## config.mk

```make
export PLATFORM = sky130hd
export DESIGN_NAME = mtf_neuron_scheduler_flat
export DESIGN_NICKNAME = d
export VERILOG_FILES = /design/src/rtl/mtf_neuron_scheduler_pkg.sv /design/src/rtl/mtf_neuron_scheduler_if.sv /design/src/rtl/mtf_neuron_scheduler_update_core.sv /design/src/rtl/mtf_neuron_scheduler.sv /design/src/flat_wrapper.sv
export SDC_FILE = /design/constraint.sdc
export NUM_CORES = 1
export LEC_CHECK = 0
export CORE_AREA = 3 3 211 213
export CTS_CLUSTER_DIAMETER = 40
export DETAILED_ROUTE_END_ITERATION = 8
export DIE_AREA = 0 0 214 216
export GPL_ROUTABILITY_DRIVEN = 0
export PLACE_DENSITY = 0.51
export SYNTH_ARGS = -nofsm -noshare
export SYNTH_HDL_FRONTEND = slang
export SYNTH_SLANG_ARGS = --single-unit
```

## constraint.sdc

```tcl
create_clock -name clk_i -period 5.5 [get_ports clk_i]
set_clock_uncertainty 0.2 [all_clocks]
set_input_delay 1.1 -clock clk_i [delete_from_list [all_inputs] [get_ports clk_i]]
set_output_delay 1.1 -clock clk_i [all_outputs]
set_load 0.005 [all_outputs]
```

## src/rtl/mtf_neuron_scheduler_pkg.sv

```systemverilog
// Shared types and default constants for the MTF neuron scheduler.
// Sweep state encoding, config-select codes and datapath defaults.
package mtf_neuron_scheduler_pkg;

    typedef enum logic [2:0] {
        ST_IDLE,
        ST_LOAD,
        ST_COMPUTE,
        ST_WRITE,
        ST_PUBLISH
    } state_e;

    localparam logic CFG_SEL_IEXT   = 1'b0;
    localparam logic CFG_SEL_THRESH = 1'b1;

    localparam int DEF_N_NEURONS  = 4;
    localparam int DEF_WIDTH      = 8;
    localparam int DEF_TICK_DIV   = 1000;
    localparam int DEF_IEXT_GAIN  = 20;
    localparam int DEF_LEAK_SHIFT = 3;

endpackage

```

## src/rtl/mtf_neuron_scheduler_if.sv

```systemverilog
// Host/gait-side bus of the MTF neuron scheduler: config writes, voltage monitor,
// tick enable and the spike-vector valid/ready handshake.
interface mtf_neuron_scheduler_if
    import mtf_neuron_scheduler_pkg::*;
#(
    parameter int N_NEURONS = DEF_N_NEURONS,
    parameter int WIDTH     = DEF_WIDTH
) ();
    localparam int AW = $clog2(N_NEURONS);

    logic                 enable;
    logic                 cfg_we;
    logic [AW-1:0]        cfg_addr;
    logic                 cfg_sel;
    logic [WIDTH-1:0]     cfg_wdata;
    logic [AW-1:0]        mon_addr;
    logic [WIDTH-1:0]     mon_voltage;
    logic [N_NEURONS-1:0] spike_vec;
    logic                 spike_valid;
    logic                 spike_ready;
    logic                 busy;
    logic                 overrun;

    modport master (
        output enable, cfg_we, cfg_addr, cfg_sel, cfg_wdata, mon_addr, spike_ready,
        input  mon_voltage, spike_vec, spike_valid, busy, overrun
    );

    modport slave (
        input  enable, cfg_we, cfg_addr, cfg_sel, cfg_wdata, mon_addr, spike_ready,
        output mon_voltage, spike_vec, spike_valid, busy, overrun
    );

endinterface

```

## src/rtl/mtf_neuron_scheduler_update_core.sv

```systemverilog
// Combinational MTF membrane update for one neuron: spike/reset check, then
// leaky integration toward i_ext*IEXT_GAIN, saturated to [0, 2^WIDTH-1].
module mtf_update_core
    import mtf_neuron_scheduler_pkg::*;
#(
    parameter int WIDTH      = DEF_WIDTH,
    parameter int IEXT_GAIN  = DEF_IEXT_GAIN,
    parameter int LEAK_SHIFT = DEF_LEAK_SHIFT
) (
    input  logic [WIDTH-1:0] v_i,
    input  logic [WIDTH-1:0] iext_i,
    input  logic [WIDTH-1:0] thresh_i,
    output logic [WIDTH-1:0] v_next_o,
    output logic             spike_o
);
    localparam int EW = 2 * WIDTH + 2;
    localparam logic signed [EW-1:0] GAIN = EW'(IEXT_GAIN);
    localparam logic signed [EW-1:0] VMAX = EW'((2 ** WIDTH) - 1);

    logic signed [EW-1:0] v_s;
    logic signed [EW-1:0] iext_s;
    logic signed [EW-1:0] drive;
    logic signed [EW-1:0] dv;
    logic signed [EW-1:0] sum;

    assign v_s    = $signed({{(EW - WIDTH){1'b0}}, v_i});
    assign iext_s = $signed({{(EW - WIDTH){1'b0}}, iext_i});

    always_comb begin
        drive    = iext_s * GAIN;
        dv       = (drive - v_s) >>> LEAK_SHIFT;
        sum      = v_s + dv;
        v_next_o = '0;
        spike_o  = 1'b0;
        // thresh of zero parks the neuron at 0; a spike resets before any integration
        if (thresh_i == '0) begin
            v_next_o = '0;
        end else if (v_i >= thresh_i) begin
            spike_o  = 1'b1;
            v_next_o = '0;
        end else if (sum[EW-1]) begin
            v_next_o = '0;
        end else if (sum > VMAX) begin
            v_next_o = '1;
        end else begin
            v_next_o = sum[WIDTH-1:0];
        end
    end

endmodule

```

## src/rtl/mtf_neuron_scheduler.sv

```systemverilog
// Time-multiplexes one MTF update core across N_NEURONS neurons once per tick and
// publishes the resulting spike vector over a valid/ready handshake.
//
// state      | meaning
// -----------+-----------------------------------------------------------
// ST_IDLE    | waiting for a tick; live cfg copied to shadow on tick
// ST_LOAD    | latch stored voltage and shadow cfg of neuron idx
// ST_COMPUTE | register core result and spike bit of neuron idx
// ST_WRITE   | write voltage back; advance idx or go to publish
// ST_PUBLISH | spike_vec valid, waiting for spike_ready
module mtf_neuron_scheduler
    import mtf_neuron_scheduler_pkg::*;
#(
    parameter int N_NEURONS  = DEF_N_NEURONS,
    parameter int WIDTH      = DEF_WIDTH,
    parameter int TICK_DIV   = DEF_TICK_DIV,
    parameter int IEXT_GAIN  = DEF_IEXT_GAIN,
    parameter int LEAK_SHIFT = DEF_LEAK_SHIFT
) (
    input logic                    clk_i,
    input logic                    rst_ni,
    mtf_neuron_scheduler_if.slave  bus
);
    localparam int AW = $clog2(N_NEURONS);
    localparam int CW = $clog2(TICK_DIV);
    localparam logic [AW-1:0] LAST_IDX = AW'(N_NEURONS - 1);
    localparam logic [CW-1:0] CNT_LAST = CW'(TICK_DIV - 1);

    state_e               state_q, state_d;
    logic [AW-1:0]        idx_q, idx_d;
    logic [CW-1:0]        cnt_q;
    logic                 tick_q;

    logic [WIDTH-1:0]     v_rf_q        [N_NEURONS];
    logic [WIDTH-1:0]     iext_live_q   [N_NEURONS];
    logic [WIDTH-1:0]     thresh_live_q [N_NEURONS];
    logic [WIDTH-1:0]     iext_shd_q    [N_NEURONS];
    logic [WIDTH-1:0]     thresh_shd_q  [N_NEURONS];

    logic [WIDTH-1:0]     v_op_q, iext_op_q, thresh_op_q, v_next_q;
    logic [N_NEURONS-1:0] spike_acc_q, spike_vec_q;
    logic                 overrun_q;

    logic [WIDTH-1:0]     core_v_next;
    logic                 core_spike;

    mtf_update_core #(
        .WIDTH      (WIDTH),
        .IEXT_GAIN  (IEXT_GAIN),
        .LEAK_SHIFT (LEAK_SHIFT)
    ) u_core (
        .v_i      (v_op_q),
        .iext_i   (iext_op_q),
        .thresh_i (thresh_op_q),
        .v_next_o (core_v_next),
        .spike_o  (core_spike)
    );

    // tick is registered: it is seen by the FSM the cycle after the count wraps
    always_ff @(posedge clk_i or negedge rst_ni) begin
        if (!rst_ni) begin
            cnt_q  <= '0;
            tick_q <= 1'b0;
        end else begin
            tick_q <= bus.enable && (cnt_q == CNT_LAST);
            if (bus.enable) begin
                cnt_q <= (cnt_q == CNT_LAST) ? '0 : cnt_q + CW'(1);
            end
        end
    end

    always_ff @(posedge clk_i or negedge rst_ni) begin
        if (!rst_ni) begin
            state_q <= ST_IDLE;
            idx_q   <= '0;
        end else begin
            state_q <= state_d;
            idx_q   <= idx_d;
        end
    end

    always_comb begin
        state_d = state_q;
        idx_d   = idx_q;
        unique case (state_q)
            ST_IDLE: begin
                if (tick_q) begin
                    state_d = ST_LOAD;
                    idx_d   = '0;
                end
            end
            ST_LOAD:    state_d = ST_COMPUTE;
            ST_COMPUTE: state_d = ST_WRITE;
            ST_WRITE: begin
                if (idx_q == LAST_IDX) begin
                    state_d = ST_PUBLISH;
                end else begin
                    state_d = ST_LOAD;
                    idx_d   = idx_q + AW'(1);
                end
            end
            ST_PUBLISH: begin
                if (bus.spike_ready) state_d = ST_IDLE;
            end
            default: state_d = ST_IDLE;
        endcase
    end

    always_ff @(posedge clk_i or negedge rst_ni) begin
        if (!rst_ni) begin
            for (int k = 0; k < N_NEURONS; k++) begin
                v_rf_q[k]        <= '0;
                iext_live_q[k]   <= '0;
                thresh_live_q[k] <= '0;
                iext_shd_q[k]    <= '0;
                thresh_shd_q[k]  <= '0;
            end
            v_op_q      <= '0;
            iext_op_q   <= '0;
            thresh_op_q <= '0;
            v_next_q    <= '0;
            spike_acc_q <= '0;
            spike_vec_q <= '0;
            overrun_q   <= 1'b0;
        end else begin
            if (bus.cfg_we) begin
                if (bus.cfg_sel == CFG_SEL_THRESH) begin
                    thresh_live_q[bus.cfg_addr] <= bus.cfg_wdata;
                end else if (bus.cfg_sel == CFG_SEL_IEXT) begin
                    iext_live_q[bus.cfg_addr] <= bus.cfg_wdata;
                end
            end
            // shadow copy samples the live bank before a same-cycle host write lands
            if (state_q == ST_IDLE && tick_q) begin
                iext_shd_q   <= iext_live_q;
                thresh_shd_q <= thresh_live_q;
                spike_acc_q  <= '0;
            end
            if (tick_q && state_q != ST_IDLE) begin
                overrun_q <= 1'b1;
            end
            case (state_q)
                ST_LOAD: begin
                    v_op_q      <= v_rf_q[idx_q];
                    iext_op_q   <= iext_shd_q[idx_q];
                    thresh_op_q <= thresh_shd_q[idx_q];
                end
                ST_COMPUTE: begin
                    v_next_q           <= core_v_next;
                    spike_acc_q[idx_q] <= core_spike;
                end
                ST_WRITE: begin
                    v_rf_q[idx_q] <= v_next_q;
                    if (idx_q == LAST_IDX) spike_vec_q <= spike_acc_q;
                end
                default: ;
            endcase
        end
    end

    assign bus.spike_valid = (state_q == ST_PUBLISH);
    assign bus.busy        = (state_q != ST_IDLE);
    assign bus.spike_vec   = spike_vec_q;
    assign bus.overrun     = overrun_q;
    assign bus.mon_voltage = v_rf_q[bus.mon_addr];

endmodule

```

## src/flat_wrapper.sv

```systemverilog
// flat-port wrapper written by rule: the top's interface ports become plain ports
module mtf_neuron_scheduler_flat import mtf_neuron_scheduler_pkg::*;
#(
    parameter int N_NEURONS  = DEF_N_NEURONS,
    parameter int WIDTH      = DEF_WIDTH,
    parameter int TICK_DIV   = DEF_TICK_DIV,
    parameter int IEXT_GAIN  = DEF_IEXT_GAIN,
    parameter int LEAK_SHIFT = DEF_LEAK_SHIFT
)
  (clk_i, rst_ni, bus_enable, bus_cfg_we, bus_cfg_addr, bus_cfg_sel, bus_cfg_wdata, bus_mon_addr, bus_spike_ready, bus_mon_voltage, bus_spike_vec, bus_spike_valid, bus_busy, bus_overrun);
  mtf_neuron_scheduler_if #(.N_NEURONS(N_NEURONS), .WIDTH(WIDTH)) bus_i ();
  input logic clk_i;
  input logic rst_ni;
  input wire logic [$bits(bus_i.enable)-1:0] bus_enable;
  input wire logic [$bits(bus_i.cfg_we)-1:0] bus_cfg_we;
  input wire logic [$bits(bus_i.cfg_addr)-1:0] bus_cfg_addr;
  input wire logic [$bits(bus_i.cfg_sel)-1:0] bus_cfg_sel;
  input wire logic [$bits(bus_i.cfg_wdata)-1:0] bus_cfg_wdata;
  input wire logic [$bits(bus_i.mon_addr)-1:0] bus_mon_addr;
  input wire logic [$bits(bus_i.spike_ready)-1:0] bus_spike_ready;
  output wire logic [$bits(bus_i.mon_voltage)-1:0] bus_mon_voltage;
  output wire logic [$bits(bus_i.spike_vec)-1:0] bus_spike_vec;
  output wire logic [$bits(bus_i.spike_valid)-1:0] bus_spike_valid;
  output wire logic [$bits(bus_i.busy)-1:0] bus_busy;
  output wire logic [$bits(bus_i.overrun)-1:0] bus_overrun;
  assign bus_i.enable = bus_enable;
  assign bus_i.cfg_we = bus_cfg_we;
  assign bus_i.cfg_addr = bus_cfg_addr;
  assign bus_i.cfg_sel = bus_cfg_sel;
  assign bus_i.cfg_wdata = bus_cfg_wdata;
  assign bus_i.mon_addr = bus_mon_addr;
  assign bus_i.spike_ready = bus_spike_ready;
  assign bus_mon_voltage = bus_i.mon_voltage;
  assign bus_spike_vec = bus_i.spike_vec;
  assign bus_spike_valid = bus_i.spike_valid;
  assign bus_busy = bus_i.busy;
  assign bus_overrun = bus_i.overrun;
  mtf_neuron_scheduler #(.N_NEURONS(N_NEURONS), .WIDTH(WIDTH), .TICK_DIV(TICK_DIV), .IEXT_GAIN(IEXT_GAIN), .LEAK_SHIFT(LEAK_SHIFT)) u_core (.clk_i(clk_i), .rst_ni(rst_ni), .bus(bus_i));
endmodule
```

==> metrics.cfg, run 1 <==
[grt]
grt_pass1_wl_um = 38500
grt.met3_usage_pct = 1.86
gr-total-overflow = 0
grt_util_all_layers_pct = 10.3
antenna_found_initial = 0
first_global_vias = 6814
grtUsageMet2_pct = 16.0
grt_max_degree = 113
grt_most_used_layer = met2
use_met1_pct = 14.9

[finish]
layout_commonest_cell = dfrtp_1
final_cell_mix = dfrtp_1, mux2_2, nand2_1, nor2_1, ha_1
layout-drive-gt1-share_pct = 33.1
nFillCells = 4349
nNetsFinal = 918
finish.instance_area_sq_mm = 0.0128
n_antenna_cell = 0
area_growth_pct = 20.1

[worst_setup_path]
endpoint_kind = flip-flop
cpMaxStageDelayCell = fa_1
critPathMaxFanout = 8
r2r-start = u_core.iext_op_q[1]$_DFFE_PN0P_
startpoint_type = flip-flop
arrival_ns = 5.04
cp_data_required_time_ns = 5.73
timing.rr.end = u_core.v_next_q[5]$_DFFE_PN0P_
r2r_slack_ns = 0.69
crit_family = adder cells
slowest_delay_ns = 0.43
cpMostUsedCell = ha_1
cp_cell_sequence = ha_1 -> ha_1 -> fa_1 -> xor2_1 -> ha_1 -> nand3_1 -> o22ai_2 -> or3_1 -> nand2_1 -> ha_1 -> o21ai_0 -> nand2b_1 -> a31o_2 -> or3_1 -> a21o_1 -> mux2i_4 -> a221oi_2
worst-setup-path-type = reg -> reg
path_buf_inv = 0
reg2reg_depth = 17

[yosys]
async_flop_share_pct = 100
postSynthAreaPerCell_sq_um = 13.1
yosysSeqAreaShare_pct = 51.1
ys.flop_type = dfrtp_1
synth-seq-cells = 217
ys_warn_count = 0
synth_cell_type_count = 55
synth_edf_count = 0
syn_inst = 814
synth_nets = 875
synth_area_sq_mm = 0.0106

[clock_tree]
cts_made_buffers = 31
hold_buffers = 0
cts_tree = yes
cts_resized = 0
htreeDepth = 1
clock_sinks = 217
cts_setup_buffers = 0
clk_path_buf_depth = 3
clk_latency_ns = 0.57
cts.clk_slew.worst_paths_ns = 0.06
cts_root_buf = clkbuf_16

[sta]
finalSetupTns_ns = 0
fmax_ghz = 0.208
setup_viol_count_final = 0
finalHoldViolCount = 0
grt_setup_unrepaired = no
period_share_pct = 87.5
tightest_slew_ns = 1.08
finalMaxSlewViolations = 0
maxSlewHeadroom_pct = 28.2
layout_min_cycle_time_ns = 4.81

[hold_path]
worstHoldPathType = reg -> reg
worstHoldPathCells = 1
whs_endpoint = u_core.bus.overrun$_DFFE_PN0P_
min-delay-start = u_core.bus.overrun$_DFFE_PN0P_

[place]
io_buffers = 32
dpl.hpwl_um = 15600
place_area_sq_mm = 0.0117

[drt]
vias = 6637
vias_per_cell = 4.53
drtAntennaViolNets = 0
drc = 0
drtIter0Drc = 306
wl_per_cell_um = 16.1
routed_wl_um = 23600
dr.pass1.iters = 4

[floorplanning]
initial_core_util_pct = 24.8
coreArea_sq_mm = 0.0429
pin_count = 33
fp.dieW_um = 214
num_rows = 76
dieArea_sq_mm = 0.0462
die_y_um = 216

[power]
p_leak_nw = 5.69
vdd.ir_drop.worst_v = 0.000220
pwr_density_cell_mw_per_mm2 = 321

[flow_run]
drv_cap = 0

[status]
outcome = completed

worst reg2reg max path, stage by stage, from the launching register on:
cell      delay [ns]
dfrtp_1         0.40
ha_1            0.30
ha_1            0.24
fa_1            0.43
xor2_1          0.20
ha_1            0.31
nand3_1         0.11
o22ai_2         0.12
or3_1           0.41
nand2_1         0.10
ha_1            0.27
o21ai_0         0.11
nand2b_1        0.09
a31o_2          0.29
or3_1           0.38
a21o_1          0.21
mux2i_4         0.39
a221oi_2        0.12
kinds of logic after synthesis:
logic type	count (synthesis)	share of synthesized area (%)
and+or+nand+nor	162	7.47
xor gates and xnor gates	17	1.40
muxes	209	25.6
adders and majority gates	43	5.20
buffers and inverters	59	2.11
DFF	217	51.1
AOI/OAI and AO/OA	107	7.14
power by group:
group          total (mW)  internal, mW  switching, mW
Sequential           1.78          1.72         0.0639
Combinational       0.201         0.111         0.0893
Clock                2.11          1.33          0.785
Total                4.09          3.16          0.938
routing by layer:
metal | part of all wire, % | vias to the layer above
li1 | - | 3085
met2 | 45 | 82
met4 | 1.8 | 0
met3 | 3.1 | 35
met5 | 0 | -
met1 | 50 | 3435
worst max-delay path by stage:
stage / to / slack (ns) / cells after the start / from
floorplan: u_core.v_next_q[0]$_DFFE_PN0P_ / 1.09 / 17 / u_core.iext_op_q[1]$_DFFE_PN0P_
global placement: u_core.v_next_q[4]$_DFFE_PN0P_ / 0.86 / 17 / u_core.iext_op_q[1]$_DFFE_PN0P_
detailed placement: u_core.v_next_q[4]$_DFFE_PN0P_ / 0.71 / 17 / u_core.iext_op_q[1]$_DFFE_PN0P_
CTS: u_core.v_next_q[5]$_DFFE_PN0P_ / 0.67 / 17 / u_core.iext_op_q[1]$_DFFE_PN0P_
global route: u_core.v_next_q[2]$_DFFE_PN0P_ / 0.33 / 16 / u_core.iext_op_q[1]$_DFFE_PN0P_
finish: u_core.v_next_q[5]$_DFFE_PN0P_ / 0.69 / 17 / u_core.iext_op_q[1]$_DFFE_PN0P_
sequential cells by signal (all words and copies together) (netlist names):
signal,count
u_core.bus.overrun,1
u_core.bus.spike_vec,4
u_core.cnt_q,10
u_core.idx_q,2
u_core.iext_live_q,32
u_core.iext_op_q,8
u_core.iext_shd_q,32
u_core.spike_acc_q,4
u_core.state_q,3
u_core.thresh_live_q,32
u_core.thresh_op_q,8
u_core.thresh_shd_q,32
u_core.tick_q,1
u_core.v_next_q,8
u_core.v_op_q,8
u_core.v_rf_q,32
layout make-up:
class,count,area (sq um),share of cell area (%)
clock buffer,36,825,6.46
clock inverter,20,288,2.25
inverter,28,105,0.823
multi-input combinational,538,4980,39.0
sequential,217,5430,42.5
tap,585,732,5.73
timing repair buffer,41,405,3.18
metrics by stage:
| stage | power (mW) | util (%) | setup WS (ns) | hold slack (ns) | std cells |
|---|---|---|---|---|---|
| finish | 4.09 | 29.8 | 0.686 | 0.263 | 1465 |
| floorplan | 1.92 | - | 1.09 | 0.251 | 814 |
| global route | 4.27 | 29.8 | 0.332 | 0.296 | 1465 |
| global placement | 2.01 | 27.2 | 0.856 | 0.257 | 1409 |
| detailed placement | 2.02 | 27.2 | 0.714 | 0.253 | 1409 |
| CTS | 4.16 | 29.8 | 0.671 | 0.272 | 1465 |
Yosys cell counts, types with 5 or more instances:
library cell  instances  area, sq um
xnor2_1              10         87.6
dfrtp_1             217         5430
ha_1                 41          513
nor2_1               42          158
mux2_2              173         1950
a211oi_1              9         67.6
inv_1                28          105
mux4_2               32          721
a21oi_1              19         95.1
nand3_1               8         40.0
nand2_1              53          199
a21o_1                7         52.6
nand4_1               6         37.5
nor3_1               14         70.1
clkbuf_1             24         90.1
o21ai_0              34          170
nand2b_1              9         56.3
buf_1                 5         18.8
a221oi_2              8          120
nor2b_1               6         37.5
xor2_1                7         61.3
Note: power is estimated with default switching activity, not from simulation.
==> run 2: changes to the inputs <==
--- a/config.mk
+++ b/config.mk
@@ -5,6 +5,7 @@
 export SDC_FILE = /design/constraint.sdc
 export NUM_CORES = 1
 export LEC_CHECK = 0
+export CAP_MARGIN = 30
 export CORE_AREA = 3 3 211 213
 export CTS_CLUSTER_DIAMETER = 40
 export DETAILED_ROUTE_END_ITERATION = 8
==> run 2 against run 1 <==
Clock-buffer cell count up 4. Sequential share of layout area down 0.26 points. Sequential cell count unchanged. Core utilization up 0.18 points.
==> metrics.cfg, run 2 (synthesis gave the netlist of run 1 again) <==
[status]
outcome = completed

[worst_setup_path]
cp_data_required_time_ns = 5.64  ; -0.09 ns
startpoint_type = flip-flop
endpoint_kind = flip-flop
path_depth = 17  ; unchanged
slowest_delay_ns = 0.43  ; about the same
cpMostUsedCell = ha_1
worst-setup-path-type = reg -> reg
r2r-start = u_core.iext_op_q[1]$_DFFE_PN0P_
cp_cell_sequence = ha_1 -> ha_1 -> fa_1 -> xor2_1 -> ha_1 -> nand3_1 -> o22ai_2 -> or3_1 -> nand2_1 -> ha_1 -> o21ai_0 -> nand2b_1 -> a31o_2 -> or3_1 -> a21o_1 -> mux2i_4 -> a221oi_2
reg2reg_depth = 17  ; unchanged
arrival_ns = 4.95  ; -0.09 ns
r2r_slack_ns = 0.69  ; about the same
critPathMaxFanout = 8  ; unchanged
cpMaxStageDelayCell = fa_1
timing.rr.end = u_core.v_next_q[6]$_DFFE_PN0P_
crit_family = adder cells
path_buf_inv = 0  ; unchanged

[finish]
layout_commonest_cell = dfrtp_1
layout-drive-gt1-share_pct = 33.4  ; +0.38 points
nFillCells = 4361  ; +0.28%
nNetsFinal = 922  ; +0.44%
final_cell_mix = dfrtp_1, mux2_2, nand2_1, nor2_1, ha_1
n_antenna_cell = 0  ; unchanged
area_growth_pct = 20.8

[sta]
finalHoldViolCount = 0  ; unchanged
maxSlewHeadroom_pct = 41.6  ; +13 points
tightest_slew_ns = 0.877  ; -0.201 ns
whs_ns = 0.268  ; +0.00492 ns
layout_min_cycle_time_ns = 4.81  ; -0.00819 ns
finalMaxSlewViolations = 0  ; unchanged
fmax_ghz = 0.208  ; +0.17%
setup_viol_count_final = 0  ; unchanged
period_share_pct = 87.4  ; -0.15 points
finalSetupTns_ns = 0  ; unchanged
grt_setup_unrepaired = no

[drt]
drc = 0  ; unchanged
vias_per_cell = 4.53  ; about the same
drtIter0Drc = 280  ; -8.5%
drtAntennaViolNets = 0  ; unchanged
routed_wl_um = 23600  ; +0.14%
vias = 6653  ; +0.24%
dr.pass1.iters = 4  ; unchanged
wl_per_cell_um = 16.0  ; -0.20%

[floorplanning]
die_y_um = 216  ; unchanged
num_rows = 76  ; unchanged
coreArea_sq_mm = 0.0429  ; unchanged
pin_count = 33  ; unchanged
initial_core_util_pct = 24.8  ; unchanged
fp.dieW_um = 214  ; unchanged
dieArea_sq_mm = 0.0462  ; unchanged

[clock_tree]
clk_latency_ns = 0.51  ; -0.06 ns
cts_resized = 0  ; unchanged
cts_root_buf = clkbuf_16
cts_tree = yes
hold_buffers = 0  ; unchanged
clock_sinks = 217  ; unchanged
cts.clk_slew.worst_paths_ns = 0.06  ; about the same
cts_setup_buffers = 0  ; unchanged
clk_path_buf_depth = 3  ; unchanged
htreeDepth = 2  ; +1
cts_made_buffers = 34  ; +9.7%

[flow_run]
drv_cap = 0  ; unchanged

[hold_path]
worstHoldPathType = reg -> reg
worstHoldPathCells = 1  ; unchanged
whs_endpoint = u_core.bus.overrun$_DFFE_PN0P_
min-delay-start = u_core.bus.overrun$_DFFE_PN0P_

[grt]
gr-total-overflow = 0  ; unchanged
first_global_vias = 6847  ; +0.48%
grt_pass1_wl_um = 38900  ; +1.0%
grt_util_all_layers_pct = 10.4  ; +0.12 points
grt_max_degree = 113  ; unchanged
antenna_found_initial = 0  ; unchanged

[place]
dpl.hpwl_um = 15700  ; +0.67%
io_buffers = 32  ; unchanged

[power]
p_leak_nw = 5.73  ; +0.66%
pwr_density_cell_mw_per_mm2 = 323  ; +0.81%
vdd.ir_drop.worst_v = 0.000224  ; +1.6%

==> run 2: cell type report <==
cell class,instances,area (sq um),share of cell area [%]
Timing Repair Buffer,42,433,3.37
Inverter,28,105,0.818
Sequential cell,217,5430,42.3
Multi-Input combinational cell,538,4980,38.8
Tap cell,585,732,5.70
Clock inverter,20,239,1.86
Clock buffer,40,925,7.20
==> run 2: how the worst max path moves through the flow <==
stage	start	endpoint
finish	u_core.iext_op_q[1]$_DFFE_PN0P_	u_core.v_next_q[6]$_DFFE_PN0P_
global route	u_core.iext_op_q[1]$_DFFE_PN0P_	u_core.v_next_q[5]$_DFFE_PN0P_
CTS	u_core.iext_op_q[1]$_DFFE_PN0P_	u_core.v_next_q[5]$_DFFE_PN0P_
detailed placement	u_core.iext_op_q[1]$_DFFE_PN0P_	u_core.v_next_q[4]$_DFFE_PN0P_
global placement	u_core.iext_op_q[1]$_DFFE_PN0P_	u_core.v_next_q[4]$_DFFE_PN0P_
floorplan	u_core.iext_op_q[1]$_DFFE_PN0P_	u_core.v_next_q[0]$_DFFE_PN0P_
==> run 2: where the power goes <==
part | switching, mW | internal [mW]
registers | 0.0633 | 1.72
logic | 0.0895 | 0.111
clock network | 0.801 | 1.37
==> run 2: per-layer routing <==
metal | global-route usage [%] | wire length [um]
met1 | 14.9 | 11700
met2 | 16.1 | 10700
met3 | 2.17 | 882
met4 | 2.68 | 365
met5 | 0 | 0
==> run 2: metrics by stage <==
| stage | worst slack, ns | total power, mW | area, sq um | util [%] | std cells |
|---|---|---|---|---|---|
| final | 0.694 | 4.15 | 12800 | 30.0 | 1470 |
| after global routing | 0.347 | 4.34 | 12800 | 30.0 | 1470 |
| after CTS | 0.680 | 4.23 | 12800 | 30.0 | 1470 |
| after detailed placement | 0.727 | 2.02 | 11700 | 27.2 | 1410 |
| after global placement | 0.856 | 2.01 | 11700 | 27.2 | 1409 |
| after floorplan | 1.09 | 1.92 | 10600 | - | 814 |
==> run 2: worst reg2reg max path, stage by stage (launching register included) <==
cell and delay, ns:
dfrtp_1 0.40, ha_1 0.30, ha_1 0.24, fa_1 0.43
xor2_1 0.20, ha_1 0.31, nand3_1 0.11, o22ai_2 0.12
or3_1 0.40, nand2_1 0.11, ha_1 0.27, o21ai_0 0.10
nand2b_1 0.08, a31o_2 0.28, or3_1 0.38, a21o_1 0.21
mux2i_4 0.40, a221oi_2 0.11
